**src/rtl/spi_line_receiver.sv**
```systemverilog
// SPI slave line receiver: oversamples a mode-0 SPI link in the system clock domain, decodes
// one command byte per CS-framed transfer followed by one line of pixel bytes, and pushes
// accepted pixels into the downstream line FIFO.
module spi_line_receiver #(
  parameter int unsigned LINE_BYTES = 480,
  parameter logic [7:0]  CMD_FRAME  = 8'h3F,
  parameter logic [7:0]  CMD_LINE   = 8'h6B
) (
  input  logic       clock,
  input  logic       reset,
  input  logic       spi_clock,
  input  logic       spi_cs,
  input  logic       spi_data,
  input  logic       fifo_full,
  output logic [7:0] fifo_data,
  output logic       fifo_write,
  output logic       frame_start,
  output logic       line_start,
  output logic       line_done,
  output logic       line_error,
  output logic [1:0] error_code,
  output logic [7:0] line_index,
  output logic       overrun
);

  localparam logic [9:0] LineBytesW = 10'(LINE_BYTES);

  typedef enum logic [2:0] {StWaitIdle, StIdle, StCmd, StData, StDiscard} state_t;

  // Synchroniser and edge-detect stages
  logic [2:0] r_sck_sync;
  logic [2:0] r_cs_sync;
  logic [1:0] r_mosi_sync;
  logic       r_sck_rise;
  logic       r_cs_rise;
  logic       r_cs_fall;
  logic       r_mosi_bit;

  // Decoder state
  state_t     r_state,      w_state_next;
  logic [2:0] r_bit_cnt,    w_bit_cnt_next;
  logic [9:0] r_byte_cnt,   w_byte_cnt_next;
  logic [6:0] r_shift,      w_shift_next;
  logic [7:0] r_fifo_data,  w_fifo_data_next;
  logic       r_fifo_write, w_fifo_write_next;
  logic       r_frame_start, w_frame_start_next;
  logic       r_line_start, w_line_start_next;
  logic       r_line_done,  w_line_done_next;
  logic       r_line_error, w_line_error_next;
  logic [1:0] r_error_code, w_error_code_next;
  logic [7:0] r_line_index, w_line_index_next;
  logic       r_overrun,    w_overrun_next;
  logic [7:0] w_byte;

  // Two-flop synchronisers; the third SCK/CS flop and the registered edges form the detect stage
  always_ff @(posedge clock) begin
    if (reset) begin
      r_sck_sync  <= '0;
      r_cs_sync   <= '0;
      r_mosi_sync <= '0;
      r_sck_rise  <= 1'b0;
      r_cs_rise   <= 1'b0;
      r_cs_fall   <= 1'b0;
      r_mosi_bit  <= 1'b0;
    end else begin
      r_sck_sync  <= {r_sck_sync[1:0], spi_clock};
      r_cs_sync   <= {r_cs_sync[1:0], spi_cs};
      r_mosi_sync <= {r_mosi_sync[0], spi_data};
      r_sck_rise  <= r_sck_sync[1] & ~r_sck_sync[2];
      r_cs_rise   <= r_cs_sync[1] & ~r_cs_sync[2];
      r_cs_fall   <= ~r_cs_sync[1] & r_cs_sync[2];
      // Data taken from the stage aligned with the SCK sample used for the edge
      r_mosi_bit  <= r_mosi_sync[1];
    end
  end

  assign w_byte = {r_shift, r_mosi_bit};

  // Next-state, counters and registered-output values
  always_comb begin
    w_state_next       = r_state;
    w_bit_cnt_next     = r_bit_cnt;
    w_byte_cnt_next    = r_byte_cnt;
    w_shift_next       = r_shift;
    w_fifo_data_next   = r_fifo_data;
    w_fifo_write_next  = 1'b0;
    w_frame_start_next = 1'b0;
    w_line_start_next  = 1'b0;
    w_line_done_next   = 1'b0;
    w_line_error_next  = 1'b0;
    w_error_code_next  = r_error_code;
    w_line_index_next  = r_line_index;
    w_overrun_next     = r_overrun;
    case (r_state)
      StWaitIdle: begin
        // A transfer already in flight when reset released is skipped entirely
        if (r_cs_sync[1]) w_state_next = StIdle;
      end
      StIdle: begin
        if (r_cs_fall) begin
          w_state_next    = StCmd;
          w_bit_cnt_next  = '0;
          w_byte_cnt_next = '0;
        end
      end
      StCmd, StData, StDiscard: begin
        if (r_cs_rise) begin
          // CS release wins over a coincident SCK edge
          w_state_next = StIdle;
          if (r_bit_cnt != 3'd0 || r_state == StCmd) begin
            w_line_error_next = 1'b1;
            w_error_code_next = 2'd3;
          end else if (r_state == StDiscard) begin
            w_line_error_next = 1'b1;
            w_error_code_next = 2'd2;
          end else if (r_byte_cnt < LineBytesW) begin
            w_line_error_next = 1'b1;
            w_error_code_next = 2'd0;
          end else if (r_byte_cnt > LineBytesW) begin
            w_line_error_next = 1'b1;
            w_error_code_next = 2'd1;
          end else begin
            w_line_done_next = 1'b1;
            if (r_line_index != 8'hFF) w_line_index_next = r_line_index + 8'd1;
          end
        end else if (r_sck_rise && r_state != StDiscard) begin
          w_shift_next   = w_byte[6:0];
          w_bit_cnt_next = r_bit_cnt + 3'd1;
          if (r_bit_cnt == 3'd7) begin
            if (r_state == StCmd) begin
              if (w_byte == CMD_FRAME) begin
                w_frame_start_next = 1'b1;
                w_line_start_next  = 1'b1;
                w_line_index_next  = '0;
                w_overrun_next     = 1'b0;
                w_state_next       = StData;
              end else if (w_byte == CMD_LINE) begin
                w_line_start_next = 1'b1;
                w_state_next      = StData;
              end else begin
                w_state_next = StDiscard;
              end
            end else begin
              // Saturate so a very long transfer can never wrap back to a legal count
              if (r_byte_cnt != 10'h3FF) w_byte_cnt_next = r_byte_cnt + 10'd1;
              if (r_byte_cnt < LineBytesW) begin
                if (!fifo_full) begin
                  w_fifo_write_next = 1'b1;
                  w_fifo_data_next  = w_byte;
                end else begin
                  w_overrun_next = 1'b1;
                end
              end
            end
          end
        end
      end
      default: w_state_next = StWaitIdle;
    endcase
  end

  // State and output registers
  always_ff @(posedge clock) begin
    if (reset) begin
      r_state       <= StWaitIdle;
      r_bit_cnt     <= '0;
      r_byte_cnt    <= '0;
      r_shift       <= '0;
      r_fifo_data   <= '0;
      r_fifo_write  <= 1'b0;
      r_frame_start <= 1'b0;
      r_line_start  <= 1'b0;
      r_line_done   <= 1'b0;
      r_line_error  <= 1'b0;
      r_error_code  <= '0;
      r_line_index  <= '0;
      r_overrun     <= 1'b0;
    end else begin
      r_state       <= w_state_next;
      r_bit_cnt     <= w_bit_cnt_next;
      r_byte_cnt    <= w_byte_cnt_next;
      r_shift       <= w_shift_next;
      r_fifo_data   <= w_fifo_data_next;
      r_fifo_write  <= w_fifo_write_next;
      r_frame_start <= w_frame_start_next;
      r_line_start  <= w_line_start_next;
      r_line_done   <= w_line_done_next;
      r_line_error  <= w_line_error_next;
      r_error_code  <= w_error_code_next;
      r_line_index  <= w_line_index_next;
      r_overrun     <= w_overrun_next;
    end
  end

  assign fifo_data   = r_fifo_data;
  assign fifo_write  = r_fifo_write;
  assign frame_start = r_frame_start;
  assign line_start  = r_line_start;
  assign line_done   = r_line_done;
  assign line_error  = r_line_error;
  assign error_code  = r_error_code;
  assign line_index  = r_line_index;
  assign overrun     = r_overrun;

endmodule

```
**config.mk**
```make
export PLATFORM = sky130hd
export DESIGN_NAME = spi_line_receiver
export DESIGN_NICKNAME = d
export VERILOG_FILES = /design/src/rtl/spi_line_receiver.sv
export SDC_FILE = /design/constraint.sdc
export NUM_CORES = 1
export LEC_CHECK = 0
export CORE_UTILIZATION = 45
export DETAILED_ROUTE_END_ITERATION = 10
export PLACE_DENSITY = 0.7
export SLEW_MARGIN = 30
export SYNTH_ARGS = -nofsm -noshare
export SYNTH_HDL_FRONTEND = slang
export SYNTH_SLANG_ARGS = --single-unit
```
**constraint.sdc**
```tcl
create_clock -name clock -period 2.2 [get_ports clock]
set_clock_uncertainty 0.15 [all_clocks]
set_input_delay 0.44 -clock clock [delete_from_list [all_inputs] [get_ports clock]]
set_output_delay 0.44 -clock clock [all_outputs]
set_load 0.02 [all_outputs]
```
==> flow_summary.toml, run 1 <==
[synth]
postSynthAreaPerCell_um2 = 8.66
ys_warn_count = 0
ys_ff_latch = 59
async_flop_share = 0
synth-edff-count = 0
synthMuxAreaShare = 0.0399
syn_nets = 331
yosys.cell_types.count = 52
synth_xor_xnor_area_share = 0.00317
synthSimpleGateAreaFrac = 0.283
synth_top_family_by_area = "simple AND/OR/NAND/NOR gates"
netlist_area_um2 = 2760
synthAdderAreaFrac = 0.0272
synthCells = 319
synth_compound_gate_area_share = 0.182
ys.flop_type = "dfxtp_1"
yosysSeqAreaShare = 0.428

[placed_design]
place_ws_ns = -0.0869
gp_congestion = 0.858
dp_hpwl_um = 4670
dp_cells = 442
io_buffers = 29
place_area_um2 = 3330

[setup_path]
worst-r2r-setup-slack_ns = -0.004
startpoint_type = "flip-flop"
path_cells = "inv_2, ha_4, or4b_4, o41a_1, o31ai_4, buf_4, a31oi_1"
arrival_ns = 2.26
cp_num_buf_inv = 2
critical_path_class = "flip-flop to flip-flop"
crit_path_end_kind = "flip-flop"
reg2regPathDepth = 7
r2r-end = "line_index[5]$_SDFFE_PP0P_"
critPathTopFamily = "compound AO/OA/AOI/OAI gates"
crit_slowest_cell = "o41a_1"
critPathMaxFanout = 3
cp.required_ns = 2.26
max_stage_delay_ns = 0.48
r2r_start = "r_byte_cnt[1]$_SDFFE_PP0P_"

[cts]
hold_buffers = 0
clock_tree.buffer_depth = 2
cts-buffers-inserted = 9
cts_tree = "yes"
clk_latency_ns = 0.34
cts.sinks = 59
clk_pin_slew_worst_paths_ns = 0.07
htreeDepth = 3
cts_root_buf = "clkbuf_8"

[drt]
drc = 0
drt_iter0_drc = 194
wl_met3_um = 226
viasPerCell = 5.63
wl_per_cell_um = 14.3
met1_length_um = 3220
highest_layer = "met4"
vias = 2617
firstDrtPassIters = 4
drt_wl_total_um = 6660
ant_nets = 0
dr_wl_met2_um = 3130

[die]
initial_core_util = 0.466
die_h_um = 80.3
die_x_um = 80.3
row_count = 28
pin_count = 30
die_area_um2 = 6450
core_area_um2 = 5920

[sta]
max_freq_mhz = 454
setup_violations = 1
hold_violations = 0
finalMaxSlewViolations = 0
period_share = 1.00
tightest_slew_ns = 0.797
fin_crit_ns = 2.20
hold_ws_ns = 0.238
fin_ws_ns = -0.00386
rsz0062_at_grt = "true"
max_slew_margin = 0.466

[grt]
grt_usage = 0.226
grt_overflow = 0
grt_pass1_wl_um = 11200
antenna_found_initial = 0
grt_max_degree = 23
grt_pass1_vias = 2368

[cells_and_area]
final_cell_area_um2 = 3680
layout_commonest_cell = "dfxtp_1"
mostFrequentLayoutCells = "dfxtp_1, buf_4, nand2_1"
instances_no_fill = 465
antenna_cells = 0
synthToLayoutAreaGrowth_pct = 33.4
drive_gt1_frac = 0.223
fillers = 505
num-nets-final = 398

[power]
total_power_mw = 2.12
cellLeakagePower_nw = 1.27
ir_drop_mv = 0.404
power_density_nw_per_um2 = 575

[job]
maxCapViolCount = 0

[run_status]
violations = "setup timing"
outcome = "finished, violations left"

[min_path]
hp-class = "flip-flop to flip-flop"
hold_depth = 1
holdPathEnd = "r_sck_rise$_SDFF_PP0_"
min_from = "r_sck_sync[2]$_SDFF_PP0_"
sequential cells by signal (all words and copies together) (netlist names), 2 cells and up:
name and flops:
r_bit_cnt 3, r_byte_cnt 10, fifo_data 8, r_shift 7, line_index 8, r_mosi_sync 2
r_sck_sync 3, r_cs_sync 3, error_code 2, r_state 3
per-stage QoR:
stage	utilization	setup TNS, ns
floorplan	-	0
global placement	0.563	-0.159
detailed placement	0.563	-0.362
CTS	0.598	0
global route	0.622	-0.337
finish	0.622	-0.00386
layout make-up:
cell class	instances	area (um^2)	area share
multi-input cells	235	1570	0.426
flip-flops and latches	59	1190	0.322
repair buffers	71	604	0.164
clock buffers	9	124	0.0336
well taps	75	93.8	0.0255
clock inverters	6	67.6	0.0183
inverters	10	37.5	0.0102
power breakdown:
| group | switching [mW] | internal [mW] |
|---|---|---|
| Sequential | 0.00563 | 1.08 |
| Clock | 0.439 | 0.517 |
| Combinational | 0.0442 | 0.0349 |
worst reg2reg max path, stage by stage (launching register included):
cell and delay (ns):
dfxtp_2 0.32, inv_2 0.07, ha_4 0.12, or4b_4 0.46
o41a_1 0.48, o31ai_4 0.22, buf_4 0.16, a31oi_1 0.09
per-layer routing:
| layer | track usage | vias up |
|---|---|---|
| li1 | - | 1303 |
| met2 | 0.345 | 48 |
| met4 | 0.0982 | 0 |
| met1 | 0.306 | 1256 |
| met3 | 0.0443 | 10 |
| met5 | 0 | - |
timing repair:
item / in CTS / in global routing
pin swaps: 1 / 14
buffers inserted: 2 / 6
resized for setup: 1 / 26
setup endpoints to repair: 7 / 25
worst max-delay path by stage:
| stage | from | depth (start not counted) | end |
|---|---|---|---|
| detailed placement | r_byte_cnt[1]$_SDFFE_PP0P_ | 6 | line_index[5]$_SDFFE_PP0P_ |
| global route | r_state[0]$_SDFFE_PP0P_ | 5 | r_byte_cnt[1]$_SDFFE_PP0P_ |
| floorplan | r_byte_cnt[0]$_SDFFE_PP0P_ | 6 | line_index[3]$_SDFFE_PP0P_ |
| CTS | r_bit_cnt[1]$_SDFFE_PP0P_ | 7 | r_byte_cnt[1]$_SDFFE_PP0P_ |
| global placement | r_byte_cnt[0]$_SDFFE_PP0P_ | 6 | line_index[4]$_SDFFE_PP0P_ |
| finish | r_byte_cnt[1]$_SDFFE_PP0P_ | 7 | line_index[5]$_SDFFE_PP0P_ |
cell families after synthesis:
| kind of cell | after synthesis |
|---|---|
| multiplexers | 11 |
| buffers and inverters | 25 |
| AND/OR/NAND/NOR | 144 |
| AO/OA/AOI/OAI | 73 |
| flip-flops | 59 |
| adder cells (fa/ha/maj) | 6 |
| XOR/XNOR | 1 |
synthesized netlist by cell type (2+ instances only):
cell | count | area share
a31oi_1 | 12 | 0.027
dfxtp_1 | 59 | 0.43
or3_1 | 3 | 0.0068
nand4_1 | 4 | 0.0091
and3_1 | 3 | 0.0068
o21a_1 | 2 | 0.0054
ha_1 | 6 | 0.027
nand4b_1 | 4 | 0.013
mux2i_1 | 11 | 0.040
nand2_1 | 42 | 0.057
or4_1 | 7 | 0.019
buf_2 | 3 | 0.0054
o21ai_0 | 10 | 0.018
a41oi_1 | 6 | 0.019
o31ai_1 | 2 | 0.0054
a211oi_1 | 2 | 0.0054
nand3b_1 | 3 | 0.0082
or2_2 | 3 | 0.0068
nor3b_1 | 2 | 0.0054
nor2_1 | 23 | 0.031
inv_1 | 10 | 0.014
nor3_1 | 11 | 0.020
o211ai_1 | 5 | 0.014
nor2b_1 | 15 | 0.034
a21oi_1 | 23 | 0.042
clkbuf_1 | 11 | 0.015
nand3_1 | 10 | 0.018
nor4b_1 | 2 | 0.0063
and4_1 | 2 | 0.0063
Note: power is estimated with default switching activity, not from simulation.
==> run 2, diff against run 1 <==
SLEW_MARGIN = 20   (was 30)
==> results of run 2 <==
Same layout as run 1: the final DEF is identical, and so are final timing and power.
==> run 3, diff against run 2 <==
CORE_ASPECT_RATIO = 2   (was unset)
==> run 3 against run 2 <==
Against the previous run:
- the flow finishes with violations (DRC, setup timing)
- non-clock buffer count is 2 lower
- flip-flop and latch count stayed put
- via count is 2.9% higher
- hold slack better by 0.0022 ns
- clock-buffer cell count is 5 higher
- combinational power hardly changed
- global-route usage is 1.1 points higher
==> flow_summary.toml, run 3 (synthesis gave the netlist of run 1 again) <==
[run_status]
outcome = "finished, violations left"
violations = "DRC, setup timing"

[die]
die_h_um = 113
pin_count = 30
die_area_um2 = 6470
core_area_um2 = 5960
row_count = 40
initial_core_util = 0.464
die_x_um = 57.4

[sta]
max_slew_margin = 0.467
fin_crit_ns = 2.21
hold_ws_ns = 0.240
finalMaxSlewViolations = 0
max_freq_mhz = 453
fin_ws_ns = -0.00654
hold_violations = 0
tightest_slew_ns = 0.796
rsz0062_at_grt = "true"
fin_setup_tns_ns = -0.00654
period_share = 1.00
setup_violations = 1

[setup_path]
cp.required_ns = 2.24
cp_num_buf_inv = 2
critPathTopFamily = "compound AO/OA/AOI/OAI gates"
crit_path_end_kind = "flip-flop"
critPathMaxFanout = 7
startpoint_type = "flip-flop"
critical_path_class = "flip-flop to flip-flop"
crit_slowest_cell = "o41a_1"
arrival_ns = 2.25
path_cells = "inv_2, ha_4, or4b_4, o41a_1, o31ai_4, buf_6, a31oi_1"
max_stage_delay_ns = 0.47

[cells_and_area]
postLayoutCoreUtil = 0.631
drive_gt1_frac = 0.221
regMostFlops = "r_byte_cnt"
synthToLayoutAreaGrowth_pct = 36.1
instances_no_fill = 452
layout_commonest_cell = "dfxtp_1"
largest_reg_flops = 10
num-nets-final = 396
fillers = 512
mostFrequentLayoutCells = "dfxtp_1, nand2_1, buf_4"
antenna_cells = 0
final_cell_area_um2 = 3760

[job]
maxCapViolCount = 0

[grt]
grt_overflow = 0
grt_pass1_vias = 2611
grt_pass1_wl_um = 11700
antenna_found_initial = 0
grt_max_degree = 33
grt_usage = 0.236

[drt]
wl_per_cell_um = 16.1
drt_iter0_drc = 147
ant_nets = 0
drt_wl_total_um = 7260
vias = 2694
drc = 3
viasPerCell = 5.96
firstDrtPassIters = 7

[placed_design]
place_area_um2 = 3320
io_buffers = 29
gp_congestion = 0.953
dp_hpwl_um = 5270
place_ws_ns = -0.0467
dp_cells = 430

[cts]
cts_root_buf = "clkbuf_16"
cts-buffers-inserted = 9
htreeDepth = 3
clk_pin_slew_worst_paths_ns = 0.05
cts_tree = "yes"
cts.sinks = 59
hold_buffers = 0
clk_latency_ns = 0.33
clock_tree.buffer_depth = 2

[min_path]
hp-class = "flip-flop to flip-flop"

[power]
cellLeakagePower_nw = 1.31
total_power_mw = 2.43
power_density_nw_per_um2 = 647
ir_drop_mv = 0.391
run 3: repair_timing:
item / in CTS / in global routing
resized for setup: 1 / 29
pin swaps: 2 / 10
hold endpoints to repair: 0 / 0
endpoints found under the setup margin: 10 / 22
setup buffers: 1 / 5
run 3: routing by layer:
layer / part of all wire / wire, um / global-route usage / vias to the layer above
met5: 0 / 0 / 0 / -
met4: 0.054 / 392 / 0.171 / 0
met3: 0.037 / 271 / 0.0560 / 29
met2: 0.56 / 4060 / 0.430 / 72
met1: 0.35 / 2540 / 0.218 / 1295
li1: - / - / - / 1298
run 3: power breakdown:
group,switching [mW],internal [mW],total (mW)
Clock,0.448,0.818,1.27
Combinational,0.0465,0.0323,0.0789
Sequential,0.00654,1.08,1.09
run 3: final timing paths:
path	from	to	slack [ns]	depth (start not counted)
max	r_byte_cnt[0]$_SDFFE_PP0P_	line_index[3]$_SDFFE_PP0P_	-0.007	7
min	r_sck_sync[2]$_SDFF_PP0_	r_sck_rise$_SDFF_PP0_	0.24	1
max reg2reg	r_byte_cnt[0]$_SDFFE_PP0P_	line_index[3]$_SDFFE_PP0P_	-0.007	7
min reg2reg	r_sck_sync[2]$_SDFF_PP0_	r_sck_rise$_SDFF_PP0_	0.24	1
run 3: cell type report:
type | count | area, um^2 | share of cell area
Sequential cell | 59 | 1190 | 0.317
Timing Repair Buffer | 69 | 589 | 0.157
Clock inverter | 2 | 10.0 | 0.00266
Inverter | 10 | 37.5 | 0.00999
Tap cell | 63 | 78.8 | 0.0210
Clock buffer | 14 | 264 | 0.0703
Multi-Input combinational cell | 235 | 1590 | 0.422
